==> config.mk <==
export PLATFORM = sky130hd
export DESIGN_NAME = arm_decode_unit
export DESIGN_NICKNAME = d
export VERILOG_FILES = /design/src/rtl/arm_decode_unit.sv
export SDC_FILE = /design/constraint.sdc
export NUM_CORES = 1
export LEC_CHECK = 0
export CORE_AREA = 2 2 156 158
export DETAILED_ROUTE_END_ITERATION = 6
export DIE_AREA = 0 0 158 160
export GPL_ROUTABILITY_DRIVEN = 0
export GPL_TIMING_DRIVEN = 0
export HOLD_SLACK_MARGIN = 0.08
export PLACE_DENSITY_LB_ADDON = 0.1
export SLEW_MARGIN = 20
export SYNTH_ARGS = -nofsm -noshare
export SYNTH_HDL_FRONTEND = slang
export SYNTH_SLANG_ARGS = --single-unit
==> constraint.sdc <==
create_clock -name clk -period 7.1 [get_ports clk]
set_clock_uncertainty 0.2 [all_clocks]
set_input_delay 1.065 -clock clk [delete_from_list [all_inputs] [get_ports clk]]
set_output_delay 1.065 -clock clk [all_outputs]
set_load 0.005 [all_outputs]
==> src/rtl/arm_decode_unit.sv <==
// -----------------------------------------------------------------------------
// arm_decode_unit
//
// Control decode for the single-cycle ARM datapath. The instruction word and
// its condition result are sampled on the rising clock edge and decoded into
// register-file addresses, write enables, operand-path mux selects and
// immediate fields (one cycle of latency). The write-back data for Rd, PC and
// CPSR is formed combinationally from those registered controls and the
// current ALU result, PC and CPSR.
//
// Decoded classes: data processing (immediate, immediate-shift and
// register-shift operand forms) and B/BL. Every other class is a no-op: all
// enables and selects are 0, and the address/immediate fields are still
// extracted from the word.
//
// There is no handshake and no stall: a new instruction may be presented on
// every cycle and its decode appears on the outputs one cycle later.
//
// Ports
//   clk, rst_n                 clock (rising edge), synchronous active-low reset
//   cond_pass                  condition field of inst evaluated true
//   inst                       instruction word
//   rn_out, rm_out, rs_out     register-file read data (not needed here)
//   pc_out                     current PC (instruction address + 8)
//   cpsr_out                   current CPSR
//   alu_out                    ALU result
//   read_rn/rm/rs, write_rd    register-file addresses
//   rd_we, pc_we, cpsr_we      write enables (gated by cond_pass)
//   rd_in, pc_in, cpsr_in      write-back data
//   shiftee_sel                00 rm_out, 01 immed_8, 10 immed_32
//   immed_8_shiftee_in         8-bit immediate
//   immed_32_shiftee_in        32-bit immediate
//   shifter_sel                00 shift_imm, 01 rs_out[7:0], 10 2*rotate_imm
//   rotate_imm_shifter_in      rotate field
//   shift_imm_shifter_in       shift amount
//   barrel_sel                 {rot-imm form, reg shift, shift type[1:0]}
//   alu_sel                    ALU opcode (ARM data-processing encoding)
// -----------------------------------------------------------------------------
module arm_decode_unit (
   input  logic        clk,
   input  logic        rst_n,
   input  logic        cond_pass,
   input  logic [31:0] inst,
   input  logic [31:0] rn_out,
   input  logic [31:0] rm_out,
   input  logic [31:0] rs_out,
   input  logic [31:0] pc_out,
   input  logic [31:0] cpsr_out,
   input  logic [31:0] alu_out,
   output logic [3:0]  read_rn,
   output logic [3:0]  read_rm,
   output logic [3:0]  read_rs,
   output logic [3:0]  write_rd,
   output logic        rd_we,
   output logic        pc_we,
   output logic        cpsr_we,
   output logic [31:0] rd_in,
   output logic [31:0] pc_in,
   output logic [31:0] cpsr_in,
   output logic [1:0]  shiftee_sel,
   output logic [7:0]  immed_8_shiftee_in,
   output logic [31:0] immed_32_shiftee_in,
   output logic [1:0]  shifter_sel,
   output logic [3:0]  rotate_imm_shifter_in,
   output logic [4:0]  shift_imm_shifter_in,
   output logic [3:0]  barrel_sel,
   output logic [3:0]  alu_sel
);

   // Instruction class detection
   logic is_branch;
   logic is_dp_imm;
   logic is_dp_reg;
   logic is_test_op;

   assign is_branch  = (inst[27:25] == 3'b101);
   assign is_dp_imm  = (inst[27:25] == 3'b001);
   // Register-operand data processing; bit7 & bit4 both set is the
   // multiply / extra load-store space, which is treated as a no-op.
   assign is_dp_reg  = (inst[27:25] == 3'b000) && !(inst[7] && inst[4]);
   // TST/TEQ/CMP/CMN are opcodes 8..B: only the flags are written.
   assign is_test_op = (inst[24:23] == 2'b10);

   // Next-state decode
   logic [3:0]  nx_read_rn;
   logic [3:0]  nx_write_rd;
   logic        nx_rd_we;
   logic        nx_pc_we;
   logic        nx_cpsr_we;
   logic        nx_link;
   logic [1:0]  nx_shiftee_sel;
   logic [31:0] nx_immed_32;
   logic [1:0]  nx_shifter_sel;
   logic [4:0]  nx_shift_imm;
   logic [3:0]  nx_barrel_sel;
   logic [3:0]  nx_alu_sel;

   always_comb begin
      nx_read_rn     = inst[19:16];
      nx_write_rd    = inst[15:12];
      nx_rd_we       = 1'b0;
      nx_pc_we       = 1'b0;
      nx_cpsr_we     = 1'b0;
      nx_link        = 1'b0;
      nx_shiftee_sel = 2'b00;
      nx_immed_32    = {24'b0, inst[7:0]};
      nx_shifter_sel = 2'b00;
      nx_shift_imm   = inst[11:7];
      nx_barrel_sel  = 4'b0000;
      nx_alu_sel     = 4'b0000;

      if (is_branch) begin
         // Target = PC + (sign-extended offset << 2), computed by the ALU
         // as rn(=PC) + shiftee(immed_32) LSL 2.
         nx_read_rn     = 4'd15;
         nx_immed_32    = {{8{inst[23]}}, inst[23:0]};
         nx_shiftee_sel = 2'b10;
         nx_shift_imm   = 5'd2;
         nx_alu_sel     = 4'd4;
         nx_pc_we       = 1'b1;
         if (inst[24]) begin
            nx_write_rd = 4'd14;
            nx_rd_we    = 1'b1;
            nx_link     = 1'b1;
         end
      end else if (is_dp_imm || is_dp_reg) begin
         nx_alu_sel = inst[24:21];
         if (is_dp_imm) begin
            nx_shiftee_sel = 2'b01;
            nx_shifter_sel = 2'b10;
            nx_barrel_sel  = 4'b1011;
         end else if (!inst[4]) begin
            nx_barrel_sel  = {2'b00, inst[6:5]};
         end else begin
            nx_shifter_sel = 2'b01;
            nx_barrel_sel  = {2'b01, inst[6:5]};
         end
         if (!is_test_op) begin
            if (inst[15:12] == 4'd15) begin
               nx_pc_we = 1'b1;
            end else begin
               nx_rd_we = 1'b1;
            end
         end
         nx_cpsr_we = inst[20];
      end

      // A failed condition still decodes every field but commits nothing.
      if (!cond_pass) begin
         nx_rd_we   = 1'b0;
         nx_pc_we   = 1'b0;
         nx_cpsr_we = 1'b0;
      end
   end

   // Registered controls
   logic link_q;

   always_ff @(posedge clk) begin
      if (!rst_n) begin
         read_rn               <= 4'd0;
         read_rm               <= 4'd0;
         read_rs               <= 4'd0;
         write_rd              <= 4'd0;
         rd_we                 <= 1'b0;
         pc_we                 <= 1'b0;
         cpsr_we               <= 1'b0;
         link_q                <= 1'b0;
         shiftee_sel           <= 2'b00;
         immed_8_shiftee_in    <= 8'd0;
         immed_32_shiftee_in   <= 32'd0;
         shifter_sel           <= 2'b00;
         rotate_imm_shifter_in <= 4'd0;
         shift_imm_shifter_in  <= 5'd0;
         barrel_sel            <= 4'd0;
         alu_sel               <= 4'd0;
      end else begin
         read_rn               <= nx_read_rn;
         read_rm               <= inst[3:0];
         read_rs               <= inst[11:8];
         write_rd              <= nx_write_rd;
         rd_we                 <= nx_rd_we;
         pc_we                 <= nx_pc_we;
         cpsr_we               <= nx_cpsr_we;
         link_q                <= nx_link;
         shiftee_sel           <= nx_shiftee_sel;
         immed_8_shiftee_in    <= inst[7:0];
         immed_32_shiftee_in   <= nx_immed_32;
         shifter_sel           <= nx_shifter_sel;
         rotate_imm_shifter_in <= inst[11:8];
         shift_imm_shifter_in  <= nx_shift_imm;
         barrel_sel            <= nx_barrel_sel;
         alu_sel               <= nx_alu_sel;
      end
   end

   // Write-back data. pc_out is the instruction address + 8, so the BL
   // return address (next instruction) is pc_out - 4.
   assign rd_in   = link_q ? (pc_out - 32'd4) : alu_out;
   assign pc_in   = alu_out;
   // N and Z from the result; C and V are carried over unchanged.
   assign cpsr_in = {alu_out[31], (alu_out == 32'd0), cpsr_out[29:0]};

   // Register read data and the condition nibble are consumed elsewhere.
   logic unused_inputs;
   assign unused_inputs = ^{rn_out, rm_out, rs_out, cpsr_out[31:30], inst[31:28]};

endmodule

; ---- Word level (Yosys, flattened, before mapping)
; Cells that the tools add are included.
[word_totals]
register_bits = 69
elab_cells = 64
output_inout_bits = 176
inputBits = 227
[op_classes]
mux = 23
n_addsub = 1
eq_ne = 4
n_reduce_logical = 12
bitwise_logic = 3
[ops]
columns = op, n
row1 = $logic_not A32 Y1, 1
row2 = $mux W32, 1
row3 = $sub A32 B3 Y32 const B, 1
row4 = $mux W4, 4
row5 = $mux W1, 12
row6 = $mux W3, 3
row7 = $reduce_or A4 Y1, 2
row8 = $mux W2, 3
row9 = $eq A4 B4 Y1 const B, 1
row10 = $reduce_and A2 Y1, 2
row11 = $eq A3 B1 Y1 const B, 1
row12 = $eq A3 B3 Y1 const B, 1
row13 = $logic_not A3 Y1, 1
row14 = $not A1 Y1, 3
row15 = $reduce_or A3 Y1, 1
row16 = $eq A2 B2 Y1 const B, 1
row17 = $logic_and A1 B1 Y1, 2
row18 = $reduce_or A2 Y1, 1
row19 = $logic_not A1 Y1, 1
row20 = $logic_or A1 B1 Y1, 1

; ---- Logic depth before layout (Yosys ltp)
; Gate-level depths: netlist of the first run.
[depth]
word_depth = 6
depth_mapped = 6

; ---- Least setup slack after synthesis of the first run
; OpenSTA, ideal clock, no wires.
[synth_path]
kind = input port to output port
from = input pc_out[2]
to = output rd_in[30]
cell_stages = 6
path_buffers = 0
required_time_ns = 5.835
slack_ns = 3.214
t_arrival_ns = 2.621
path_cell_list = inv_1 ha_1 nor4b_2 nand4b_1 or4_1 a31oi_1
[synth_via]
elab_chain_cells = 2
[synth_lines]
columns = element, line
row1 = "start, declared", 47  ; input logic [31:0] pc_out,
row2 = $sub A32 B3 Y32, 199  ; assign rd_in = link_q ? (pc_out - 32'd4) : alu_out;
row3 = $mux W32, 199
row4 = "end, declared", 57  ; output logic [31:0] rd_in,
; No other way between the ends.

; ---- Worst setup path in the final report of the first run
; Same ends and word-level chain as after synthesis.

==> flow_summary_export.csv, run 1 <==
group,metric,value,unit
run_status,status,"finished, final reports clean",
critical_path,cpMostUsedCell,"clkdlybuf4s50_1",
power,clkPwrFrac,0.303,
drt,remaining_drc_errors,0,
clock_network,cts-resized-gates,0,
critical_path,cp_top_family,"simple AND/OR/NAND/NOR gates",
power,power,0.820,mW
clock_network,cts_tree,"built",
power,intPower,0.622,mW
timing,worst_pin_slew,0.601,ns
synth,synthCells,392,
drt,via_count,3710,
synth,synth-edff-count,0,
synth,synth_area,0.00321,sq mm
die,dieWidth,158,microns
critical_path,critPathMaxStageDelay,0.60,ns
critical_path,cp_slowest_cell,"or4_1",
clock_network,cts.hold.buffers_added,0,
grt,grt-ovfl-total,0,
synth,synthArstFlopShare,0,
drt,drt-total-wl,14.5,mm
critical_path,worstSetupEndpointType,"output pin",
final_layout,regArea,0.00108,sq mm
synth,ys.flop_type,"dfxtp_1",
critical_path,path_buf_inv,3,
clock_network,cts_made_buffers,5,
timing,final-max-slew-violation-count,0,
drt,wl_per_cell,14.6,microns
final_layout,multi_input_area,0.00136,sq mm
synth,ys_types,39,
synth,ys_ff_latch,54,
timing,min_period,5.28,ns
clock_network,htree_levels,2,
worst_hold_path,hp-class,"in -> reg",
power,p_leak,2.51,nW
grt,grt_pass1_wl,21.6,mm
critical_path,critPathMaxFanout,7,
drt,drtPass1Iterations,4,
die,core,0.0238,sq mm
clock_network,cts-root-buf,"clkbuf_16",
final_layout,final_nets,896,
critical_path,arrival,4.02,ns
drt,postRouteAntennaNets,0,
synth,yosysSeqAreaShare,0.337,
final_layout,syn2layout_area_growth,101,%
grt,antenna_found_initial,0,
grt,gr-usage-all-layers,0.109,
clock_network,clockBufferDepth,2,
critical_path,crit_path_start_kind,"input pin",
grt,grt_pass1_vias,3747,
drt,drt_iter0_markers,112,
die,io_pins,403,
drt,routed_via_density,3.74,
timing,slew_headroom,0.599,
die,start_util,0.135,
timing,fmax,189,MHz
synth,avgSynthCellArea,8.18,sq um
timing,final-setup-viol-count,0,
timing,period_share,0.744,
final_layout,diodes,0,
timing,hold_viol,0,
synth,synthesis.nets,620,
flow_run,cap_violations,0,
power,pwr-share-comb,0.308,
final_layout,n_fill_cell,2644,
die,die_h,160,microns
grt,grt_max_degree,17,
power,ir_worst_vdd,109,uV
critical_path,crit_chain,"clkdlybuf4s50_1 > inv_1 > ha_1 > nor4b_2 > nand4b_1 > or4_1 > a31oi_1 > clkdlybuf4s50_1",
die,dieArea,0.0253,sq mm
timing,rsz0062_at_grt,"false",
final_layout,drive_gt1_frac,0.158,
power,p_sw,0.198,mW
critical_path,required,5.83,ns
power,power_density,127,mW/mm^2
critical_path,critPathKind,"in -> out",
placed_design,portBuffers,269,
synth,yosys_warnings,0,
placed_design,place_hpwl,12.3,mm
placed_design,dp_cells,985,
clock_network,post_cts_buffers,0,
clock_network,clkTransAtPathRegs,0.06,ns
placed_design,dp_worst_setup_slack,1.79,ns
timing,fin_ws,1.82,ns
die,rows,57,
timing,fin_tns_setup,0,ns
clock_network,cts.sinks,54,
power,seqPwrFrac,0.389,
power,p_sw_frac,0.241,
final_layout,layoutNonFillerInstCount,993,
[power groups by stage]
stage	logic, mW	registers (mW)	clock network, mW
2_1_floorplan	0.0772	0.327	0
3_3_place_gp	0.255	0.326	0
3_5_place_dp	0.255	0.326	0
4_1_cts	0.256	0.320	0.262
5_1_grt	0.274	0.320	0.273
6_report	0.252	0.319	0.249
[cell families after synthesis]
logic type	after synthesis	share of synthesized area
DFF	54	0.337
buffers and inverters	114	0.239
AOI/OAI and AO/OA	56	0.114
adders and majority gates	1	0.00390
xor gates and xnor gates	10	0.0273
and+or+nand+nor	152	0.261
muxes	5	0.0172
[per-layer routing]
layer | global-route usage | vias up | routed length [microns]
met5 | 0 | - | 0
met4 | 0.0221 | 0 | 166
met3 | 0.0412 | 8 | 1620
met2 | 0.189 | 181 | 6920
met1 | 0.127 | 1688 | 5810
li1 | - | 1833 | -
[cell type report]
class | instances | share of cell area
multi-input cells | 224 | 0.210
repair buffers | 269 | 0.417
inverters | 9 | 0.00523
clock inverters | 2 | 0.00194
plain buffers | 105 | 0.114
flip-flops and latches | 54 | 0.167
well taps | 324 | 0.0628
clock buffers | 6 | 0.0215
[placed cells by master (no fill, tap or decap), types with 15 or more instances in the layout]
master           count
clkdlybuf4s50_1    269
buf_4               90
dfxtp_1             54
nor2_1              50
a31oi_1             17
and3_1              17
nand2_1             16
o31ai_1             15
or4_1               15
and2_1              15
[flip-flops by register name (all words and copies together) (netlist names), 3 cells and up]
| register | count |
|---|---|
| immed_32_shiftee_in | 21 |
| write_rd | 4 |
| read_rn | 4 |
| alu_sel | 4 |
| rotate_imm_shifter_in | 4 |
| read_rm | 3 |
| shift_imm_shifter_in | 5 |
[metrics by stage]
stage	util	hold slack, ns	cell area (sq um)
5_1_grt	0.271	1.16	6460
6_report	0.271	1.15	6460
3_5_place_dp	0.265	1.45	6300
4_1_cts	0.271	1.15	6460
2_1_floorplan	-	0.975	3210
3_3_place_gp	0.265	1.45	6300
[cells in the mapped netlist (all sizes together), types with 2 or more instances]
master / number / area share
xnor2: 2 / 0.0055
buf: 92 / 0.21
nand4: 5 / 0.0098
a21oi: 10 / 0.016
nand4b: 4 / 0.011
nor4: 11 / 0.026
nand3: 2 / 0.0031
a31oi: 17 / 0.033
nor2: 50 / 0.059
nand3b: 3 / 0.0070
o21ai: 4 / 0.0062
or4: 15 / 0.035
mux2: 4 / 0.014
o21a: 5 / 0.012
xor2: 8 / 0.022
clkbuf: 13 / 0.015
nor3: 3 / 0.0047
inv: 9 / 0.011
and2: 15 / 0.029
and3: 17 / 0.033
nand2b: 3 / 0.0059
o31ai: 15 / 0.035
or3: 4 / 0.0078
dfxtp: 54 / 0.34
nand2: 16 / 0.019
[final timing paths]
path | startpoint | endpoint | slack [ns] | depth (start not counted)
worst max-delay path | pc_out[2] | rd_in[30] | 1.82 | 8
worst min-delay path | inst[2] | read_rm[2]$_SDFF_PN0_ | 1.15 | 2
Power figures use the tool's default switching activity.
==> run 2, diff against run 1 <==
- CORE_AREA: 2 2 156 158 -> 2 2 154 156
- DIE_AREA: 0 0 158 160 -> 0 0 156 158
- clock period: 7.1 -> 4.5 ns (I/O delays scaled with it)
==> run 2 against run 1 <==
Net effect: sequential share of layout area hardly changed; clock power is 56% higher; utilization up 0.84 points.
==> flow_summary_export.csv, run 2 (synthesis results as in run 1) <==
group,metric,value,unit
final_layout,largest_register_ffs,21,
timing,final-max-slew-violation-count,0,
worst_hold_path,hp-class,"in -> reg",
final_layout,reg_top3,"immed_32_shiftee_in (21), shift_imm_shifter_in (5)",
clock_network,clockBufferDepth,2,
clock_network,clkTransAtPathRegs,0.07,ns
timing,fin_ws,0.145,ns
drt,via_count,3778,
die,dieWidth,156,microns
timing,final-setup-viol-count,0,
grt,grt-ovfl-total,0,
timing,rsz0062_at_grt,"false",
critical_path,arrival,3.48,ns
drt,drtPass1Iterations,4,
drt,wl_per_cell,15.1,microns
grt,grt_pass1_vias,3703,
critical_path,worstSetupEndpointType,"output pin",
run_status,status,"finished, final reports clean",
final_layout,final_common_cell,"clkdlybuf4s50_1",
final_layout,final_nets,898,
die,rows,56,
drt,remaining_drc_errors,0,
timing,fmax,230,MHz
die,dieArea,0.0246,sq mm
critical_path,critPathMaxFanout,10,
grt,gr-usage-all-layers,0.109,
placed_design,dp_cells,951,
drt,drt_iter0_markers,123,
timing,hold_viol,0,
critical_path,critPathKind,"in -> out",
power,p_leak,2.53,nW
timing,fin_tns_setup,0,ns
clock_network,cts.sinks,54,
power,ir_worst_vdd,155,uV
critical_path,crit_path_start_kind,"input pin",
grt,grt_pass1_wl,20.7,mm
die,core,0.0231,sq mm
flow_run,cap_violations,0,
clock_network,cts.hold.buffers_added,0,
placed_design,place_hpwl,12.1,mm
die,io_pins,403,
placed_design,dp_worst_setup_slack,0.0336,ns
placed_design,dpl_cell_area,0.00626,sq mm
clock_network,cts-root-buf,"clkbuf_16",
clock_network,cts_made_buffers,5,
drt,routed_via_density,3.93,
die,die_h,158,microns
placed_design,portBuffers,269,
timing,slew_headroom,0.602,
timing,period_share,0.968,
final_layout,regMostFlops,"immed_32_shiftee_in",
drt,postRouteAntennaNets,0,
die,start_util,0.139,
critical_path,required,3.62,ns
final_layout,diodes,0,
final_layout,final_area,0.00644,sq mm
grt,grt_max_degree,18,
timing,min_period,4.35,ns
timing,worst_pin_slew,0.592,ns
clock_network,cts_tree,"built",
clock_network,htree_levels,2,
final_layout,layoutNonFillerInstCount,961,
power,power_density,201,mW/mm^2
final_layout,drive_gt1_frac,0.164,
grt,antenna_found_initial,0,
final_layout,syn2layout_area_growth,101,%
timing,fin_hold_ws,0.764,ns
final_layout,final_cell_mix,"269 x clkdlybuf4s50_1, 92 x buf_4, 54 x dfxtp_1",
drt,drt-total-wl,14.5,mm
run 2: cell types whose count changed in the layout (fill, tap and decap cells not counted):
cell / before / now
buf_4: 90 / 92
clkbuf_8: 1 / 0
clkinv_2: 1 / 2
clkinvlp_4: 1 / 0
inv_6: 0 / 1
nor3_1: 3 / 2
nor3_2: 0 / 1
nor4_1: 10 / 9
nor4_2: 0 / 1
nor4b_2: 1 / 0
nor4b_4: 0 / 1
run 2: worst paths after layout:
kind | slack, ns | start | endpoint | cells after the start
worst min-delay path | 0.76 | inst[2] | read_rm[2]$_SDFF_PN0_ | 2
worst max-delay path | 0.15 | pc_out[6] | rd_in[29] | 6
run 2: layout make-up:
type	instances	area [sq um]
Timing Repair Buffer	271	2710
Buffer	105	733
Clock buffer	5	125
Inverter	9	33.8
Tap cell	290	363
Fill cell	2495	16600
Multi-Input combinational cell	224	1380
Clock inverter	3	18.8
Sequential cell	54	1080
run 2: per-layer routing:
| metal | track usage | share of wire |
|---|---|---|
| met1 | 0.122 | 0.39 |
| met3 | 0.0334 | 0.093 |
| met4 | 0.0280 | 0.015 |
| met5 | 0 | 0 |
| met2 | 0.200 | 0.50 |
run 2: worst max-delay path: stages:
cell and delay, ns:
clkdlybuf4s50_1 0.49, nor4_4 0.56, nand4_1 0.40, or4_1 0.52, o221ai_1 0.22, clkdlybuf4s50_1 0.60
run 2: stage by stage:
step,power [mW],util
2_1_floorplan,0.638,-
3_3_place_gp,0.918,0.272
3_5_place_dp,0.919,0.272
4_1_cts,1.32,0.278
5_1_grt,1.37,0.279
6_report,1.29,0.279
run 2: where the power goes:
part	internal (mW)	leakage [nW]	total, mW	switching, mW
Sequential	0.496	0.444	0.503	0.00754
Combinational	0.266	2.01	0.402	0.136
Clock	0.207	0.0740	0.389	0.182
Total	0.968	2.53	1.29	0.326
run 2: timing repair:
item                                    in CTS  in global routing
endpoints found under the setup margin       0                  8
setup buffers                                0                  2
gates resized for setup                      0                  3
